==> src/rtl/ram_uart_pkg.sv <==
// ram_uart_pkg
// Shared definitions for the RAM/UART sequencer and main control:
//   - state_t : sequencer FSM states
//   - CMD_RD / CMD_WR : UART command bytes decoded by main control
package ram_uart_pkg;

    typedef enum logic [3:0] {
        IDLE     = 4'd0,
        WR_WAIT  = 4'd1,
        WR_STORE = 4'd2,
        WR_DONE  = 4'd3,
        RD_ADDR  = 4'd4,
        RD_DATA  = 4'd5,
        RD_SEND  = 4'd6,
        RD_HOLD  = 4'd7,
        RD_WAIT  = 4'd8,
        RD_DONE  = 4'd9
    } state_t;

    localparam logic [7:0] CMD_RD = 8'hF0;
    localparam logic [7:0] CMD_WR = 8'h0F;

endpackage

==> src/rtl/ram_uart_sequencer.sv <==
// ram_uart_sequencer
// Owns the external single-port byte RAM between the UART receiver and
// transmitter. A rising start_wr stores the next 2**ADDR_W received bytes at
// addresses 0..N-1; a rising start_rd reads 0..N-1 and sends each byte to the
// transmitter. done_wr / done_rd pulse once when the job ends.
//
// Ports:
//   clk, rst            clock, synchronous active-high reset
//   start_wr, start_rd  job request levels (rising edge, seen in IDLE)
//   rxrdy, rxdw         received-byte strobe and data
//   txbusy              transmitter busy
//   txstart, txdw       transmit strobe and byte (txdw held while txbusy)
//   ram_we, ram_addr,
//   ram_din, ram_dout   RAM port (ram_dout has 1-cycle read latency)
//   done_wr, done_rd    job-complete pulses
//   busy                high whenever the FSM is not in IDLE
module ram_uart_sequencer
    import ram_uart_pkg::*;
#(
    parameter int ADDR_W = 4,
    parameter int DATA_W = 8
) (
    input  logic              clk,
    input  logic              rst,
    input  logic              start_wr,
    input  logic              start_rd,
    input  logic              rxrdy,
    input  logic [DATA_W-1:0] rxdw,
    input  logic              txbusy,
    output logic              txstart,
    output logic [DATA_W-1:0] txdw,
    output logic              ram_we,
    output logic [ADDR_W-1:0] ram_addr,
    output logic [DATA_W-1:0] ram_din,
    input  logic [DATA_W-1:0] ram_dout,
    output logic              done_wr,
    output logic              done_rd,
    output logic              busy
);

    state_t state_reg;
    logic   start_wr_q;
    logic   start_rd_q;

    logic start_wr_edge;
    logic start_rd_edge;
    logic addr_last;

    assign start_wr_edge = start_wr & ~start_wr_q;
    assign start_rd_edge = start_rd & ~start_rd_q;
    // ram_addr doubles as the job's byte counter; the last byte is all-ones.
    assign addr_last     = &ram_addr;

    always_ff @(posedge clk) begin
        if (rst) begin
            state_reg  <= IDLE;
            start_wr_q <= 1'b0;
            start_rd_q <= 1'b0;
            txstart    <= 1'b0;
            txdw       <= '0;
            ram_we     <= 1'b0;
            ram_addr   <= '0;
            ram_din    <= '0;
            done_wr    <= 1'b0;
            done_rd    <= 1'b0;
            busy       <= 1'b0;
        end else begin
            start_wr_q <= start_wr;
            start_rd_q <= start_rd;

            // Strobes are single-cycle unless a state re-asserts them.
            ram_we  <= 1'b0;
            txstart <= 1'b0;
            done_wr <= 1'b0;
            done_rd <= 1'b0;

            case (state_reg)
                IDLE: begin
                    // Write wins when both edges land in the same cycle.
                    if (start_wr_edge) begin
                        state_reg <= WR_WAIT;
                        ram_addr  <= '0;
                        busy      <= 1'b1;
                    end else if (start_rd_edge) begin
                        state_reg <= RD_ADDR;
                        ram_addr  <= '0;
                        busy      <= 1'b1;
                    end
                end

                WR_WAIT: begin
                    if (rxrdy) begin
                        ram_din   <= rxdw;
                        ram_we    <= 1'b1;
                        state_reg <= WR_STORE;
                    end
                end

                WR_STORE: begin
                    if (addr_last) begin
                        done_wr   <= 1'b1;
                        state_reg <= WR_DONE;
                    end else begin
                        ram_addr  <= ram_addr + ADDR_W'(1);
                        state_reg <= WR_WAIT;
                    end
                end

                WR_DONE: begin
                    busy      <= 1'b0;
                    state_reg <= IDLE;
                end

                RD_ADDR: begin
                    // ram_addr is already presented; the RAM samples it now.
                    state_reg <= RD_DATA;
                end

                RD_DATA: begin
                    txdw      <= ram_dout;
                    // Fire txstart in the first RD_SEND cycle when the
                    // transmitter is idle. txbusy only rises after a txstart
                    // we issue, so "idle now" still holds next cycle.
                    txstart   <= ~txbusy;
                    state_reg <= RD_SEND;
                end

                RD_SEND: begin
                    if (txstart) begin
                        state_reg <= RD_HOLD;
                    end else if (!txbusy) begin
                        txstart <= 1'b1;
                    end
                end

                RD_HOLD: begin
                    // Gives the transmitter a cycle to raise txbusy.
                    state_reg <= RD_WAIT;
                end

                RD_WAIT: begin
                    if (!txbusy) begin
                        if (addr_last) begin
                            done_rd   <= 1'b1;
                            state_reg <= RD_DONE;
                        end else begin
                            ram_addr  <= ram_addr + ADDR_W'(1);
                            state_reg <= RD_ADDR;
                        end
                    end
                end

                RD_DONE: begin
                    busy      <= 1'b0;
                    state_reg <= IDLE;
                end

                default: begin
                    busy      <= 1'b0;
                    state_reg <= IDLE;
                end
            endcase
        end
    end

endmodule

==> config.mk <==
export PLATFORM = sky130hd
export DESIGN_NAME = ram_uart_sequencer
export DESIGN_NICKNAME = d
export VERILOG_FILES = /design/src/rtl/ram_uart_pkg.sv /design/src/rtl/ram_uart_sequencer.sv
export SDC_FILE = /design/constraint.sdc
export NUM_CORES = 1
export LEC_CHECK = 0
export ABC_CLOCK_PERIOD_IN_PS = 3900
export BUFFER_PORTS_ARGS = -buffer_cell sky130_fd_sc_hd__buf_4
export CAP_MARGIN = 25
export CORE_ASPECT_RATIO = 0.9
export CORE_MARGIN = 5
export CORE_UTILIZATION = 53
export CTS_CLUSTER_DIAMETER = 30
export DETAILED_ROUTE_END_ITERATION = 10
export PLACE_DENSITY = 0.83
export REMOVE_ABC_BUFFERS = 1
export SETUP_SLACK_MARGIN = 0.4
export SYNTH_ARGS = -nofsm -noshare
export SYNTH_HDL_FRONTEND = slang
export SYNTH_SLANG_ARGS = --single-unit
export TNS_END_PERCENT = 100
==> constraint.sdc <==
create_clock -name clk -period 3.9 [get_ports clk]
set_input_delay 0.585 -clock clk [delete_from_list [all_inputs] [get_ports clk]]
set_output_delay 0.585 -clock clk [all_outputs]
set_load 0.02 [all_outputs]
==> reports/metrics.yaml <==
status: "finished clean"
crit_required_ps: 4130
io_buffers: 46
critPathMaxFanout: 12
fin_crit_ps: 1870
synth.area.top_cells: "dfxtp_1, mux2i_1, nor2_1"
cts_root_buffer: "clkbuf_4"
initial_utilization_pct: 56.8
p_sw_mw: 0.384
die_y_um: 59.2
synth_common_cells: "dfxtp_1, nor2_1, mux2i_1"
yosysMostFrequentCell: "dfxtp_1"
antenna_cells: 0
whs_ps: 432
comb_power_share_pct: 38.8
clkPwrFrac_pct: 18.7
area_delta_synth_final_pct: 27.0
clk_pin_slew_ps: 100
synth-edff-count: 0
fin_worst_skew_ps: 9.32
fmax_mhz: 536
cts.sinks: 31
synth_top_area_share_pct: 43.5
avgSynthCellArea_um2: 9.45
drc: 0
antenna_found_initial: 0
cp.arrival_ps: 2100
first_iter_violations: 83
synth-async-reset-ratio_pct: 0
max_cap_violations: 0
crit_type: "flip-flop to flip-flop"
dieArea_um2: 3830
relSlewSlack_pct: 60.8
finalMaxSlewViolations: 0
ir_drop_mv: 0.273
die_x_um: 64.7
num_rows: 17
seq_power_share_pct: 42.5
critPathLaunchType: "flip-flop"
fin_nets: 218
viasPerCell: 5.46
cellPowerDensity_nw_per_um2: 544
syn_area_um2: 1430
synth_ff_type: "dfxtp_1"
fp.coreArea_um2: 2510
endpoint_kind: "flip-flop"
drive_gt1_share_pct: 33.7
hold_class: "input pin to flip-flop"
yosys.cell_types.count: 40
finalSetupTns_ps: 0
yosysSeqAreaShare_pct: 43.5
cts-buffers-inserted: 5
period_share_pct: 47.8
ctsResizeCount: 0
grt_first_pass_wirelength_um: 5520
dr.pass1.iters: 4
pin_count: 47
fill_cells: 201
p_leak_nw: 0.800
ys_seq_elements: 31
gp_congestion: 0.849
clkLatencyLatePin_ps: 340
h-tree-depth: 2
p_int_mw: 0.602
top_regs: "ram_din x8, txdw x8"
cts_tree: "yes"
postCtsHoldBufs: 0
clockBufferDepth: 2
setup_viol: 0
routedWlPerCell_um: 14.0
routed_wl_um: 3150
syn_inst: 151
gr-total-overflow: 0
rsz0062_at_grt: "false"
ant_nets: 0
vias: 1222
post-cts-setup-buffers: 0
tightest_slew_ps: 588
finalPower_mw: 0.986
synth_area_leader_cell: "dfxtp_1"
dpl.hpwl_um: 2360
yosysWarnings: 0
grt_max_degree: 34
hold_violations: 0
grt_pass1_vias: 1253
grt_usage_pct: 18.9
p_sw_share_pct: 38.9
==> layer usage <==
metal	wire, um	GRT usage [%]	vias to the layer above
met2	1510	30.3	47
met3	223	5.31	7
met1	1340	22.5	552
li1	-	-	616
met4	69	11.4	0
met5	0	0	-
==> layout make-up <==
class                           count  area [um2]  share of cell area (%)
Clock buffer                        5        37.5                    2.07
Inverter                            7        26.3                    1.45
Sequential cell                    31         621                    34.3
Clock inverter                      3        20.0                    1.10
Tap cell                           28        35.0                    1.93
Timing Repair Buffer               46         345                    19.1
Multi-Input combinational cell    104         727                    40.1
==> cell families (layout without fill, tap and decap cells) <==
logic type	count (synthesis)	after routing	share of synthesized area [%]
buffers and inverters	16	61	5.53
AO/OA/AOI/OAI	24	24	14.7
adder cells (fa/ha/maj)	1	1	0.877
XOR/XNOR	1	1	0.614
AND/OR/NAND/NOR	59	59	21.4
flip-flops	31	31	43.5
multiplexers	19	19	13.3
==> critical path, cell delays in order, from the launching register on <==
cell and delay (ps):
dfxtp_1 460, nor2_2 410, nand3_1 510, mux2i_1 320, nor2_1 50
==> power by group through the flow <==
| stage | clock network [mW] | logic, mW | registers, mW |
|---|---|---|---|
| after global routing | 0.206 | 0.425 | 0.430 |
| final | 0.184 | 0.383 | 0.420 |
| after detailed placement | 0 | 0.385 | 0.425 |
| after floorplan | 0 | 0.246 | 0.445 |
| after global placement | 0 | 0.369 | 0.423 |
| after CTS | 0.191 | 0.386 | 0.419 |
==> stage by stage <==
stage	instance area [um2]	worst slack, ps	util, %	cells
2_1_floorplan	1370	2310	-	142
3_3_place_gp	1750	2150	69.9	216
3_5_place_dp	1750	2030	69.9	216
4_1_cts	1810	2030	72.2	224
5_1_grt	1810	1860	72.2	224
6_report	1810	2030	72.2	224
==> final timing paths <==
kind | start | end | slack [ps] | cells past startpoint
setup / recovery | state_reg[1] | ram_din[2] | 2030 | 4
hold reg to reg | busy | busy | 510 | 2
hold / removal | txbusy | txstart | 430 | 2
setup reg to reg | state_reg[1] | ram_din[2] | 2030 | 4
==> cell usage in the layout, fill, tap and decap left out, drive strengths merged, types with 4 or more instances in the layout <==
cell	n
a21oi	9
buf	46
clkbuf	5
dfxtp	31
inv	7
mux2i	19
nand2	5
nand3	4
nor2	28
nor3	5
Note: power is estimated with default switching activity, not from simulation.
